[src/rtl/iter_shifter.sv]
// iter_shifter: multi-cycle shifter (SHL/SHR/SRA/ROL), at most STEP bits per cycle, valid/ready on both sides
module iter_shifter #(
    parameter int WIDTH = 32,
    parameter int STEP  = 1
) (
    input  logic             clk,
    input  logic             rst_n,
    input  logic             in_valid,
    output logic             in_ready,
    input  logic [5:0]       alufn,
    input  logic [WIDTH-1:0] a,
    input  logic [WIDTH-1:0] b,
    output logic             out_valid,
    input  logic             out_ready,
    output logic [WIDTH-1:0] res,
    output logic             busy
);
    typedef enum logic [1:0] {IDLE, SHIFT, DONE} state_t;
    localparam logic [4:0] STEP_W = 5'(STEP);
    state_t           state_q, state_d;
    logic [WIDTH-1:0] work_q, work_d;
    logic [4:0]       rem_q, rem_d;
    logic [1:0]       op_q, op_d;
    logic             out_valid_q, out_valid_d;
    logic             busy_q, busy_d;
    logic [4:0]       s;
    logic [WIDTH-1:0] sra, shifted;
    logic             unused_bits;
    assign unused_bits = ^{alufn[5:2], b[WIDTH-1:5]};
    assign in_ready  = (state_q == IDLE) & rst_n;
    assign out_valid = out_valid_q;
    assign busy      = busy_q;
    assign res       = work_q;
    // next-state, one bounded shift step per SHIFT cycle; outputs are precomputed so they leave flops
    always_comb begin
        s = (rem_q < STEP_W) ? rem_q : STEP_W;
        sra = $signed(work_q) >>> s;
        shifted = (op_q == 2'b00) ? work_q << s :
                  (op_q == 2'b01) ? work_q >> s :
                  (op_q == 2'b11) ? sra :
                  (work_q << s) | (work_q >> (6'd32 - {1'b0, s}));
        state_d = state_q;
        work_d  = work_q;
        rem_d   = rem_q;
        op_d    = op_q;
        case (state_q)
            IDLE: if (in_valid && in_ready) begin
                work_d  = a;
                rem_d   = b[4:0];
                op_d    = alufn[1:0];
                state_d = (b[4:0] != 5'd0) ? SHIFT : DONE;
            end
            SHIFT: begin
                work_d  = shifted;
                rem_d   = rem_q - s;
                state_d = (rem_d == 5'd0) ? DONE : SHIFT;
            end
            DONE: state_d = out_ready ? IDLE : DONE;
            default: state_d = IDLE;
        endcase
        out_valid_d = state_d == DONE;
        busy_d      = state_d != IDLE;
    end
    // state and datapath registers; reset discards any in-flight operation
    always_ff @(posedge clk or negedge rst_n) begin
        if (!rst_n) begin
            state_q     <= IDLE;
            work_q      <= '0;
            rem_q       <= '0;
            op_q        <= '0;
            out_valid_q <= 1'b0;
            busy_q      <= 1'b0;
        end else begin
            state_q     <= state_d;
            work_q      <= work_d;
            rem_q       <= rem_d;
            op_q        <= op_d;
            out_valid_q <= out_valid_d;
            busy_q      <= busy_d;
        end
    end
endmodule

[config.mk]
export PLATFORM = sky130hd
export DESIGN_NAME = iter_shifter
export DESIGN_NICKNAME = d
export VERILOG_FILES = /design/src/rtl/iter_shifter.sv
export SDC_FILE = /design/constraint.sdc
export NUM_CORES = 1
export LEC_CHECK = 0
export CORE_ASPECT_RATIO = 0.6
export CORE_MARGIN = 1.5
export CORE_UTILIZATION = 46
export DETAILED_ROUTE_END_ITERATION = 6
export PLACE_DENSITY = 0.87
export SYNTH_ARGS = -nofsm -noshare
export SYNTH_HDL_FRONTEND = slang
export SYNTH_SLANG_ARGS = --single-unit
[constraint.sdc]
create_clock -name clk -period 5.5 [get_ports clk]
set_clock_uncertainty 0.05 [all_clocks]
set_input_delay 1.1 -clock clk [delete_from_list [all_inputs] [get_ports clk]]
set_output_delay 1.1 -clock clk [all_outputs]
set_load 0.05 [all_outputs]
==> implementation parameters <==
Parameter                              Value

Clocking
  Maximum clock path buffer count    2
  TritonCTS clock tree    yes
  CTS resizes    0
  CTS root buf    clkbuf_8
  Count of clock tree sinks    43
  Clock network latency to the later pin of the worst-skew pair    0.28 ns
  Number of buffers added to fix hold violations after cts    0
  Total clock buffers created by CTS    5
  Number of levels the H-tree was split into    2
  Clk pin slew, worst setup/hold paths    0.08 ns
  Number of post-CTS setup repair buffers    0

Die
  Placeable core region    5155 µm²
  Standard-cell rows    20
  Die Area    5943 µm²
  I/O pin count    109
  Chip Width    98.53 µm
  Initial Utilization    0.4886
  Die span in y    60.32 µm

Min path
  Path class of the lowest-slack min-delay path    flop to flop

Synthesis
  Distinct cell type count of the synthesized netlist    48
  Cell area after synthesis    2519 µm²
  Number of synthesized flops with an enable pin    0
  Mean cell area of the mapped netlist    9.839 µm²
  Synth Net Count    331
  Sequential cell area fraction in the yosys report    0.4272
  Fraction of registers with async set/reset    1.000
  Number of synthesized register bits    43
  Post-synthesis cell count    256
  Synth warnings    0
  Top FF cell, synth    dfrtp_1

Critical path
  Nature of the critical path startpoint    input port
  Critical Path AT    2.26 ns
  Critical path fanouts, max    2
  Required arrival time at the worst endpoint    4.35 ns
  Worst setup path endpoint    in_ready
  RR Endpoint    state_q[1]$_DFF_PN0_
  Startpoint of the lowest-slack register-to-register path    rem_q[2]$_DFFE_PN0P_
  Reg2reg path depth    6
  CP startpoint    rst_n
  Type of element capturing the critical path    primary output
  Flop2flop setup slack    2.99 ns
  Kind of critical path    input port to primary output

Route
  DRC errors left    0
  Total via count after detailed routing    2263
  Number of nets with antenna violations after routing    0
  DR WL/cell    17.03 µm
  DRT iter0 DRCs    85
  Average vias per placed instance    5.773
  Detailed-router iteration count before antenna repair    4
  Total Wirelength    6676 µm

Global routing
  Number of global-route vias before repair    2188
  Total global-route track usage    0.2330
  Largest net degree at the start of global routing    52
  Number of antenna violations at the first check in global routing    0
  Global-route wire length before repair    10850 µm
  Total congestion overflow after global routing    0

Timing
  Number of setup violations in the final report    0
  Minimum clock period after layout    3.409 ns
  Ratio of final minimum period to clock period    0.6197
  Highest Clock Rate    293.4 MHz
  Least-Margin Pin Slew    0.9865 ns
  Worst hold slack across all endpoints    0.4598 ns
  Final Max Slew Viols    0
  Worst slew slack as a fraction of its limit    0.3423
  Worst path setup slack after routing    2.092 ns
  Final hold violation count    0
  RSZ-0062 raised after global routing    false
  Total Neg Setup Slack    0 ns

Finish
  Fraction of layout cells with a size suffix above 1    0.09509
  Register area    1077 µm²
  Synth-to-Final Area Change    35.17%
  Multi-input gate area    1241 µm²
  Number of nets in the finished design    401
  Post-route insts no fill    392
  Antenna diode count    0
  Number of fill cells in the layout    408
  Finished Cell Area    3405 µm²

Place
  Pre-CTS worst setup slack    2.092 ns
  Number of placed instances, taps included    385
  IO buf count    77
  Cell area after placement    3328 µm²
  HPWL after detailed placement    4712 µm
  Global placer's final weighted congestion    0.8895

Pwr
  Peak VDD IR    0.3435 mV
  P_leak    1.444 nW
  Pwr/cell area    651.8 nW/µm²

Flow run
  # Max-Cap Violations    0

Status
  Outcome    finished clean
==> cells by family after synthesis <==
group	synth area share
flip-flops	0.4272
buffers and inverters	0.08843
AO/OA/AOI/OAI	0.2250
adder cells (fa/ha/maj)	0.004967
multiplexers	0.1192
AND/OR/NAND/NOR	0.1351
==> synth_stat cells (2+ instances only) <==
master,n,area share
dfrtp_1,43,0.43
nand2_1,36,0.054
inv_1,35,0.052
mux2i_1,30,0.12
o221ai_1,20,0.070
nor2_1,12,0.018
a221oi_2,10,0.060
buf_2,10,0.020
a21oi_1,6,0.012
clkbuf_1,5,0.0075
nor3_1,3,0.0060
o21ai_0,3,0.0060
o311ai_0,3,0.010
a211o_1,2,0.0070
a2bb2oi_1,2,0.0070
nand3_1,2,0.0040
or3_1,2,0.0050
or4_1,2,0.0060
==> sequential cells by signal, indices dropped and copies added (netlist names) <==
name       cells
busy           1
op_q           2
out_valid      1
rem_q          5
res           32
state_q        2
==> power breakdown <==
part / internal (mW) / switching [mW] / total (mW)
Sequential: 0.463 / 0.259 / 0.722
Combinational: 0.538 / 0.773 / 1.31
Clock: 0.0876 / 0.0978 / 0.185
==> metal layers <==
metal | global-route usage | part of all wire
met4 | 0.05835 | 0.019
met1 | 0.3563 | 0.50
met5 | 0 | 0
met2 | 0.3415 | 0.41
met3 | 0.04327 | 0.066
==> metrics by stage <==
stage | utilization | power, mW
after detailed placement | 0.6456 | 2.031
after global routing | 0.6604 | 2.356
final | 0.6604 | 2.219
after floorplan | - | 1.614
after global placement | 0.6456 | 1.989
after CTS | 0.6604 | 2.222
==> cell type report <==
| class | instances | area share |
|---|---|---|
| flip-flops and latches | 43 | 0.3164 |
| inverters | 35 | 0.03859 |
| multi-input cells | 160 | 0.3646 |
| clock buffers | 7 | 0.02242 |
| well taps | 66 | 0.02426 |
| repair buffers | 81 | 0.2337 |
==> worst max-delay path, stage by stage <==
cell and delay (ns):
buf_2 0.13, nor3b_1 0.19, clkdlybuf4s50_1 0.83
==> cell usage in the layout, fill, tap and decap left out, drive strengths merged, types with 2 or more instances in the layout <==
| master | instances |
|---|---|
| nand3 | 2 |
| o311ai | 3 |
| dfrtp | 43 |
| clkdlybuf4s50 | 76 |
| or4 | 2 |
| nor3 | 3 |
| nor2 | 12 |
| a21oi | 6 |
| clkbuf | 7 |
| a2bb2oi | 2 |
| a221oi | 11 |
| mux2i | 30 |
| o221ai | 20 |
| o21ai | 3 |
| nand2 | 36 |
| buf | 5 |
| or3 | 2 |
| a211o | 2 |
| inv | 35 |
==> worst min-delay path by stage <==
stage                               end  cells past startpoint                 from  slack (ns)
finish              op_q[1]$_DFFE_PN0P_                      2  op_q[1]$_DFFE_PN0P_        0.46
global route        op_q[1]$_DFFE_PN0P_                      2  op_q[1]$_DFFE_PN0P_        0.52
detailed placement  op_q[1]$_DFFE_PN0P_                      2  op_q[1]$_DFFE_PN0P_        0.45
floorplan           op_q[1]$_DFFE_PN0P_                      2  op_q[1]$_DFFE_PN0P_        0.42
CTS                 op_q[1]$_DFFE_PN0P_                      2  op_q[1]$_DFFE_PN0P_        0.47
global placement    op_q[1]$_DFFE_PN0P_                      2  op_q[1]$_DFFE_PN0P_        0.44
Note: power is estimated with default switching activity, not from simulation.
